File: src/rtl/cdc_wr_arbiter_pkg.sv
// Shared types and widths for the round-robin write-port arbiter.
package cdc_wr_arbiter_pkg;
    localparam int GID_W = 3;
    localparam int CNT_W = 8;

    typedef enum logic {
        IDLE = 1'b0,
        BUSY = 1'b1
    } state_t;

    // Next requester index after idx, wrapping at n.
    function automatic logic [GID_W-1:0] wrap_inc(input logic [GID_W-1:0] idx, input int n);
        return (int'(idx) >= n - 1) ? '0 : idx + GID_W'(1);
    endfunction
endpackage

File: src/rtl/cdc_wr_arbiter_if.sv
// Requester side and FIFO write side of the arbiter, bundled as one interface.
interface cdc_wr_arbiter_if #(
    parameter int NREQ = 4,
    parameter int DW   = 4
);
    import cdc_wr_arbiter_pkg::*;

    logic [NREQ-1:0]    req_valid;
    logic [NREQ*DW-1:0] req_data;
    logic [NREQ-1:0]    req_last;
    logic [NREQ-1:0]    req_ready;
    logic               wfull;
    logic               winc;
    logic [DW-1:0]      wdata;
    logic               busy;
    logic [GID_W-1:0]   grant_id;
    logic [CNT_W-1:0]   beat_cnt;

    modport master (
        input  req_valid, req_data, req_last, wfull,
        output req_ready, winc, wdata, busy, grant_id, beat_cnt
    );

    modport slave (
        output req_valid, req_data, req_last, wfull,
        input  req_ready, winc, wdata, busy, grant_id, beat_cnt
    );
endinterface

File: src/rtl/cdc_wr_arbiter_rr_pick.sv
// Combinational round-robin picker: first set request at or after rr_ptr, modulo NREQ.
module cdc_wr_arbiter_rr_pick
    import cdc_wr_arbiter_pkg::*;
#(
    parameter int NREQ = 4
) (
    input  logic [NREQ-1:0]  req,
    input  logic [GID_W-1:0] rr_ptr,
    output logic [GID_W-1:0] idx,
    output logic             any_req
);
    logic [GID_W-1:0] cand [NREQ];
    logic [NREQ-1:0]  rot;

    // rot[k] is the request of the requester k positions after rr_ptr.
    for (genvar gi = 0; gi < NREQ; gi++) begin : g_rot
        logic [GID_W:0] sum;
        assign sum      = {1'b0, rr_ptr} + (GID_W+1)'(gi);
        assign cand[gi] = (sum >= (GID_W+1)'(NREQ)) ? GID_W'(sum - (GID_W+1)'(NREQ))
                                                     : sum[GID_W-1:0];
        assign rot[gi]  = |(req & (NREQ'(1) << cand[gi]));
    end

    always_comb begin
        idx     = '0;
        any_req = |req;
        for (int k = NREQ - 1; k >= 0; k--) begin
            if (rot[k]) begin
                idx = cand[k];
            end
        end
    end
endmodule

File: src/rtl/cdc_wr_arbiter.sv
// Round-robin burst arbiter sharing one FIFO write port between NREQ requesters.
module cdc_wr_arbiter
    import cdc_wr_arbiter_pkg::*;
#(
    parameter int NREQ      = 4,
    parameter int DW        = 4,
    parameter int MAX_BURST = 8
) (
    input  logic             clk,
    input  logic             rst,
    cdc_wr_arbiter_if.master bus
);
    state_t           state_reg, state_next;
    logic [GID_W-1:0] grant_reg, grant_next;
    logic [GID_W-1:0] rr_ptr_reg, rr_ptr_next;
    logic [CNT_W-1:0] beat_cnt_reg, beat_cnt_next;

    logic [GID_W-1:0] pick_idx;
    logic             any_req;
    logic [NREQ-1:0]  sel;
    logic             winc_int;
    logic             last_g;
    logic [DW-1:0]    wdata_mux;

    cdc_wr_arbiter_rr_pick #(.NREQ(NREQ)) u_pick (
        .req     (bus.req_valid),
        .rr_ptr  (rr_ptr_reg),
        .idx     (pick_idx),
        .any_req (any_req)
    );

    for (genvar gi = 0; gi < NREQ; gi++) begin : g_sel
        assign sel[gi] = (grant_reg == GID_W'(gi));
    end

    // Grant is locked: only the granted requester's valid/last matter while BUSY.
    assign winc_int = (state_reg == BUSY) & (|(sel & bus.req_valid)) & ~bus.wfull;
    assign last_g   = |(sel & bus.req_last);

    always_comb begin
        wdata_mux = '0;
        for (int i = 0; i < NREQ; i++) begin
            if (sel[i]) begin
                wdata_mux = bus.req_data[i*DW +: DW];
            end
        end
    end

    assign bus.winc      = winc_int;
    assign bus.req_ready = winc_int ? sel : '0;
    assign bus.wdata     = winc_int ? wdata_mux : '0;
    assign bus.busy      = (state_reg == BUSY);
    assign bus.grant_id  = grant_reg;
    assign bus.beat_cnt  = beat_cnt_reg;

    always_ff @(posedge clk or negedge rst) begin
        if (!rst) begin
            state_reg    <= IDLE;
            grant_reg    <= '0;
            rr_ptr_reg   <= '0;
            beat_cnt_reg <= '0;
        end else begin
            state_reg    <= state_next;
            grant_reg    <= grant_next;
            rr_ptr_reg   <= rr_ptr_next;
            beat_cnt_reg <= beat_cnt_next;
        end
    end

    always_comb begin
        state_next    = state_reg;
        grant_next    = grant_reg;
        rr_ptr_next   = rr_ptr_reg;
        beat_cnt_next = beat_cnt_reg;
        case (state_reg)
            IDLE: begin
                if (any_req) begin
                    state_next    = BUSY;
                    grant_next    = pick_idx;
                    beat_cnt_next = '0;
                end
            end
            BUSY: begin
                if (winc_int) begin
                    // last and the burst limit on the same beat give one release.
                    if (last_g || (beat_cnt_reg == CNT_W'(MAX_BURST - 1))) begin
                        state_next    = IDLE;
                        rr_ptr_next   = wrap_inc(grant_reg, NREQ);
                        beat_cnt_next = '0;
                    end else begin
                        beat_cnt_next = beat_cnt_reg + CNT_W'(1);
                    end
                end
            end
            default: state_next = IDLE;
        endcase
    end
endmodule

File: src/flat_wrapper.sv
// flat-port wrapper written by rule: the top's interface ports become plain ports
module cdc_wr_arbiter_flat import cdc_wr_arbiter_pkg::*;
#(
    parameter int NREQ      = 4,
    parameter int DW        = 4,
    parameter int MAX_BURST = 8
)
  (clk, rst, bus_req_valid, bus_req_data, bus_req_last, bus_wfull, bus_req_ready, bus_winc, bus_wdata, bus_busy, bus_grant_id, bus_beat_cnt);
  cdc_wr_arbiter_if #(.NREQ(NREQ), .DW(DW)) bus_i ();
  input  logic clk;
  input  logic rst;
  input wire logic [$bits(bus_i.req_valid)-1:0] bus_req_valid;
  input wire logic [$bits(bus_i.req_data)-1:0] bus_req_data;
  input wire logic [$bits(bus_i.req_last)-1:0] bus_req_last;
  input wire logic [$bits(bus_i.wfull)-1:0] bus_wfull;
  output wire logic [$bits(bus_i.req_ready)-1:0] bus_req_ready;
  output wire logic [$bits(bus_i.winc)-1:0] bus_winc;
  output wire logic [$bits(bus_i.wdata)-1:0] bus_wdata;
  output wire logic [$bits(bus_i.busy)-1:0] bus_busy;
  output wire logic [$bits(bus_i.grant_id)-1:0] bus_grant_id;
  output wire logic [$bits(bus_i.beat_cnt)-1:0] bus_beat_cnt;
  assign bus_i.req_valid = bus_req_valid;
  assign bus_i.req_data = bus_req_data;
  assign bus_i.req_last = bus_req_last;
  assign bus_i.wfull = bus_wfull;
  assign bus_req_ready = bus_i.req_ready;
  assign bus_winc = bus_i.winc;
  assign bus_wdata = bus_i.wdata;
  assign bus_busy = bus_i.busy;
  assign bus_grant_id = bus_i.grant_id;
  assign bus_beat_cnt = bus_i.beat_cnt;
  cdc_wr_arbiter #(.NREQ(NREQ), .DW(DW), .MAX_BURST(MAX_BURST)) u_core (.clk(clk), .rst(rst), .bus(bus_i));
endmodule
File: config.mk
export PLATFORM = sky130hd
export DESIGN_NAME = cdc_wr_arbiter_flat
export DESIGN_NICKNAME = d
export VERILOG_FILES = /design/src/rtl/cdc_wr_arbiter_pkg.sv /design/src/rtl/cdc_wr_arbiter_if.sv /design/src/rtl/cdc_wr_arbiter_rr_pick.sv /design/src/rtl/cdc_wr_arbiter.sv /design/src/flat_wrapper.sv
export SDC_FILE = /design/constraint.sdc
export NUM_CORES = 1
export LEC_CHECK = 0
export BUFFER_PORTS_ARGS = -buffer_cell sky130_fd_sc_hd__buf_2
export CAP_MARGIN = 5
export CORE_MARGIN = 2
export CORE_UTILIZATION = 50
export CTS_CLUSTER_SIZE = 28
export DETAILED_ROUTE_END_ITERATION = 16
export GPL_TIMING_DRIVEN = 0
export PLACE_DENSITY_LB_ADDON = 0.25
export SLEW_MARGIN = 20
export SYNTH_ARGS = -nofsm -noshare
export SYNTH_HDL_FRONTEND = slang
export SYNTH_HIERARCHICAL = 1
export SYNTH_SLANG_ARGS = --single-unit
File: constraint.sdc
create_clock -name clk -period 2.8 [get_ports clk]
set_clock_uncertainty 0.05 [all_clocks]
set_input_delay 0.14 -clock clk [delete_from_list [all_inputs] [get_ports clk]]
set_output_delay 0.14 -clock clk [all_outputs]
set_load 0.02 [all_outputs]
Word-level counts from Yosys, hierarchy flattened --
Index checks and enable logic that the tools add are counted.
Cells by class: add/sub/neg operators 9, $lt $le $gt $ge 5, equality and inequality tests 6, shifts and indexed selects 4, muxes and demuxes 23, bitwise gates (word level) 10, reductions and logical operators 12
Operator list (number):
- $reduce_or A4 Y1 | 7
- $mux W3 | 9
- $and A4 B4 Y4 | 6
- $mux W4 | 6
- $mux W8 | 3
- $pmux W8 S2 | 1
- $shl A1 B3 Y4 const A | 4
- $ge A4 B3 Y1 const B | 3
- $sub A3 B3 Y3 const B | 4
- $add A3 B2 Y4 const B | 2
- $add A8 B1 Y8 const B | 1
- $eq A8 B3 Y1 const B | 1
- $eq A3 B2 Y1 const B | 2
- $add A3 B1 Y4 const B | 1
- $reduce_and A2 Y1 | 2
- $add A3 B1 Y3 const B | 1
- $eq A3 B1 Y1 const B | 1
- $ge A3 B2 Y1 const B | 1
- $ge A3 B3 Y1 const B | 1
- $logic_not A3 Y1 | 1
- $mux W1 | 3
- $reduce_and A3 Y1 | 1
- $and A1 B1 Y1 | 2
- $ne A2 B1 Y1 const B | 1
- 4 further kinds | 5
Word-level totals: flip-flop bits (word level) 15, input bits 27, output and inout port bits 21, word-level logic and storage cells 73

Depth between registers and ports, before layout --
depth after elaboration 10, mapped depth 8, mapped depth without buffers 8

Modules after synthesis --
Netlist, hierarchy kept.
By module, submodules not included:
- cdc_wr_arbiter | instances 1, cells each 109, area each 1063.5 sq um, seq. area each 375.4 sq um
- cdc_wr_arbiter_rr_pick | instances 1, cells each 44, area each 332.8 sq um, seq. area each 0.0 sq um

Worst setup path before layout --
No wires, ideal clock.
path kind reg2reg, start reg u_core.grant_reg[2] (netlist: u_core/bus.grant_id[2]), end reg u_core.rr_ptr_reg[0], setup time 0.125 ns, arrival 2.065 ns, data required time 2.625 ns, setup slack 0.560 ns, cell stages (with the launch flop) 8, path buffers 1, period minus slack after synthesis 2.240 ns, cells stage by stage dfrtp_1 -> inv_1 -> ha_1 -> clkbuf_1 -> a22o_4 -> o21ai_4 -> o21bai_1 -> mux2_2
Between the ends: cells in the longest elaborated chain, start to end 6, elaborated cells between the ends (all ways) 14, those cells by class order compare (1); eq/ne (3); mux (1); bitwise (4); reduce/logical (5)
RTL lines:
- start: declaration | line cdc_wr_arbiter.sv:14 | logic [GID_W-1:0] grant_reg, grant_next;
- start signal: assignment | line cdc_wr_arbiter.sv:64 | grant_reg <= grant_next;
- $eq A3 B1 Y1 (tied with other cells) | line cdc_wr_arbiter.sv:33 | assign sel[gi] = (grant_reg == GID_W'(gi));
- $and A4 B4 Y4 | line cdc_wr_arbiter.sv:37 | assign winc_int = (state_reg == BUSY) & (|(sel & bus.req_valid)) & ~bus.wfull;
- $reduce_or A4 Y1 | line cdc_wr_arbiter.sv:37
- $and A1 B1 Y1 (2 in a row) | line cdc_wr_arbiter.sv:37
- $reduce_and A3 Y1 (no line)
- end signal: assignment | line cdc_wr_arbiter.sv:65 | rr_ptr_reg <= rr_ptr_next;
- end: declaration | line cdc_wr_arbiter.sv:15 | logic [GID_W-1:0] rr_ptr_reg, rr_ptr_next;
Parallel ways exist; a longest one is shown, timed or not. A chain may end at the register's enable or synchronous reset.

Worst setup path after layout --
start reg u_core.grant_reg[2] (netlist: u_core/bus.grant_id[2]), end out bus_req_ready[0]
Between the ends: cells in the longest elaborated chain, start to end 6, elaborated cells between the ends (all ways) 9, those cells by class eq/ne (3); mux (1); bitwise (3); reduce/logical (2)
RTL lines:
- $eq A3 B1 Y1 (tied with other cells) | line cdc_wr_arbiter.sv:33
- $and A4 B4 Y4 | line cdc_wr_arbiter.sv:37
- $reduce_or A4 Y1 | line cdc_wr_arbiter.sv:37
- $and A1 B1 Y1 (2 in a row) | line cdc_wr_arbiter.sv:37
- $mux W4 (*) | line cdc_wr_arbiter.sv:50 | assign bus.req_ready = winc_int ? sel : '0;
- end: declaration | line flat_wrapper.sv:16 | output wire logic [$bits(bus_i.req_ready)-1:0] bus_req_ready;
Every way passes the cells marked *; elsewhere a longest branch is shown, timed or not.

==> key figures <==
Clock network
  • Hold_buf cts: 1
  • Clock root cell: clkbuf_4
  • H-Tree Depth: 1
  • Setup repair bufs after CTS: 0
  • Cts repair resizes: 0
  • CTS tree: yes
  • CTS Buf Count: 3
  • Clk sinks: 15
  • Clock-pin slew on the worst setup and hold paths: ~0.090 ns
  • Later-pin clock latency in the skew report: 0.28 ns
  • Clock Tree Buf Depth: 2

Floorplanning
  • Die height: 56.8 um
  • Initial Util: roughly half
  • Full die area: 3230 um^2
  • DIE WIDTH: around 57 um
  • Num ports: between 40 and 50
  • Num rows: 19
  • Core Box Area: 2710 um^2

Pwr
  • Leakage: ~0.88 nW
  • Tot Pwr: 1.52 mW
  • Clock power share: 8.0%
  • Comb pwr share: 69.0%
  • Sw Ratio: around 51%
  • VDD IR max: 0.750 mV
  • Cell Pwr Density: between 800 and 900 nW/um^2
  • Seq pwr share: 22.9%
  • Sw power: 773 uW
  • Cell-internal power: around 750 uW

Synth
  • Avg Inst Size Synth: 9.13 um^2
  • Yosys Warn Count: 6
  • Sequential cell area fraction in the yosys report: a little over a quarter
  • Flop and latch count out of synthesis: 15
  • Synth cell types: 39
  • Mapped Area: 1400 um^2
  • Post-synth top area cell: dfrtp_1
  • Top post-synthesis cells by count: a22oi_1 (17), dfrtp_1 (15), nand2_1 (15)
  • Post-Syn Nets: 193
  • Ys async rst share: 100%
  • Area share of the leading cell type in the synthesized netlist: 26.9%
  • Number of synthesized flops with an enable pin: 0
  • Most common cell in the netlist: a22oi_1
  • Mapped Cells: 153
  • Area contributors post-synth: dfrtp_1 (27%), ha_1 (12%), a22oi_1 (9.1%)
  • Ys flop type: dfrtp_1

Final layout
  • Share of cells above drive strength 1: 35.1%
  • Area grow syn2layout: 22.3%
  • Largest register FFs: 8
  • Storage element area: roughly 380 um^2
  • Final #Nets: 246
  • Final Non-Filler Cells: 236
  • Fillers: around 230
  • Diodes inserted: 0
  • Area of the multi-input gates: 983 um^2
  • Fin area: 1710 um^2

Critical path
  • Buf+Inv Stages, Crit Path: 4
  • CP most frequent cell: inv_1
  • Critical path depth: 8
  • Largest stage delay, worst path: approximately 0.52 ns
  • Worst R2R Path Depth: 7
  • Worst EP required: roughly 2.6 ns
  • Slowest stage cell, crit path: dfrtp_1
  • Worst setup EP type: primary output
  • CP Launch Type: flip-flop
  • Crit path max-delay family: buffers and inverters
  • CP Class: reg2out
  • Crit path max fanout: 8
  • Critical-path cell list: inv_1, ha_1, clkbuf_1, a22o_4, o21ai_4, inv_1, and3_1, buf_2
  • Worst path arrival time: 2.37 ns

Timing
  • RSZ-0062 raised after global routing: false
  • Post-layout minimum cycle time: 2.56 ns
  • Fin. Hold Viols: 0
  • Setup TNS: 0 ns
  • Final Setup Violations: 0
  • WHS: about 0.23 ns
  • Fin. max-slew vios: 0
  • Worst-Margin Slew: 0.539 ns
  • Achievable clock frequency: 390 MHz
  • Slew headroom: between 60% and 70%
  • Crit share post-route: 91.5%

Drt
  • Routed WL per cell: around 15 um
  • Via density: 5.94
  • Post-route ant nets: 0
  • Initial drt markers: 96
  • Vias post-DR: 1402
  • DRT Pass-1 Iters: 4
  • DRC: 0
  • WL final: about 3600 um

Run
  • Max-Cap Viols: 0

Min path
  • Worst hold-check path type: in2async

Place
  • Port Buffers: 47
  • GPL Wtd Cong: ~0.94
  • Area post-placement: approximately 1700 um^2
  • Placed Cells: approximately 230
  • Hpwl dp: 2820 um

Global route
  • Grt ovf: 0
  • Gr usage total: 22.7%
  • Pin count of the biggest net entering global routing: 16
  • Vias in the first global route: 1334
  • Initial antenna violation count: 0
  • First-pass GRT wire length: 5940 um

Run status
  • Status: finished clean
[path summary, 6_finish.rpt]
path	to	slack (ns)	from
max	bus_req_ready[0]	0.24	u_core/bus.grant_id[2]
min	u_core/bus.beat_cnt[4]	0.23	rst
max reg2reg	u_core/bus.beat_cnt[0]	0.36	u_core/bus.grant_id[2]
min reg2reg	u_core/bus.beat_cnt[1]	0.51	u_core/bus.beat_cnt[1]
max in group asynchronous	u_core/bus.beat_cnt[7]	2.23	rst
min in group clk	u_core/bus.busy	0.23	bus_req_valid[1]
[per-layer routing]
metal / wire [um] / track usage [%] / up-vias
met5: 0 / 0 / -
met4: 15 / 5.98 / 0
met3: 195 / 3.46 / 2
met2: 1840 / 37.5 / 44
met1: 1550 / 31.0 / 672
li1: - / - / 684
[cells by family (layout without fill, tap and decap cells)]
| family | Yosys count | after routing | synth area share, % |
|---|---|---|---|
| xor gates and xnor gates | 2 | 2 | 1.25 |
| buffers and inverters | 8 | 60 | 2.69 |
| AOI/OAI and AO/OA | 54 | 54 | 31.4 |
| and+or+nand+nor | 57 | 57 | 22.9 |
| adders and majority gates | 13 | 13 | 11.6 |
| muxes | 4 | 4 | 3.23 |
| DFF | 15 | 15 | 26.9 |
[final cells by class]
cell class,instances,area share (%)
multi-input combinational,130,57.6
sequential,15,22.0
timing repair buffer,48,14.4
tap,31,2.27
clock buffer,3,1.32
inverter,6,1.32
buffer,2,0.879
clock inverter,1,0.293
[power groups by stage]
stage / combinational (mW) / clock [mW] / sequential (mW)
floorplan: 0.735 / 0 / 0.379
global placement: 0.984 / 0 / 0.347
detailed placement: 1.03 / 0 / 0.355
CTS: 1.03 / 0.128 / 0.351
global route: 1.15 / 0.139 / 0.364
finish: 1.05 / 0.122 / 0.350
[through the flow]
| stage | setup slack [ns] | utilization (%) |
|---|---|---|
| floorplan | 0.560 | - |
| global placement | 0.468 | 61.6 |
| detailed placement | 0.403 | 61.6 |
| CTS | 0.259 | 63.0 |
| global route | 0.0863 | 63.0 |
| finish | 0.239 | 63.0 |
[placed cells by master (no fill, tap or decap), types with 4 or more instances in the layout]
cell type | netlist | layout
nand2_1 | 15 | 15
a22oi_1 | 17 | 17
nor2b_1 | 7 | 7
inv_1 | 6 | 6
mux2_2 | 4 | 4
o21bai_1 | 5 | 5
o21ai_0 | 7 | 7
buf_2 | 0 | 47
and3_1 | 7 | 7
nor2_1 | 10 | 10
a22o_2 | 7 | 7
ha_1 | 13 | 13
dfrtp_1 | 15 | 15
Power figures use the tool's default switching activity.
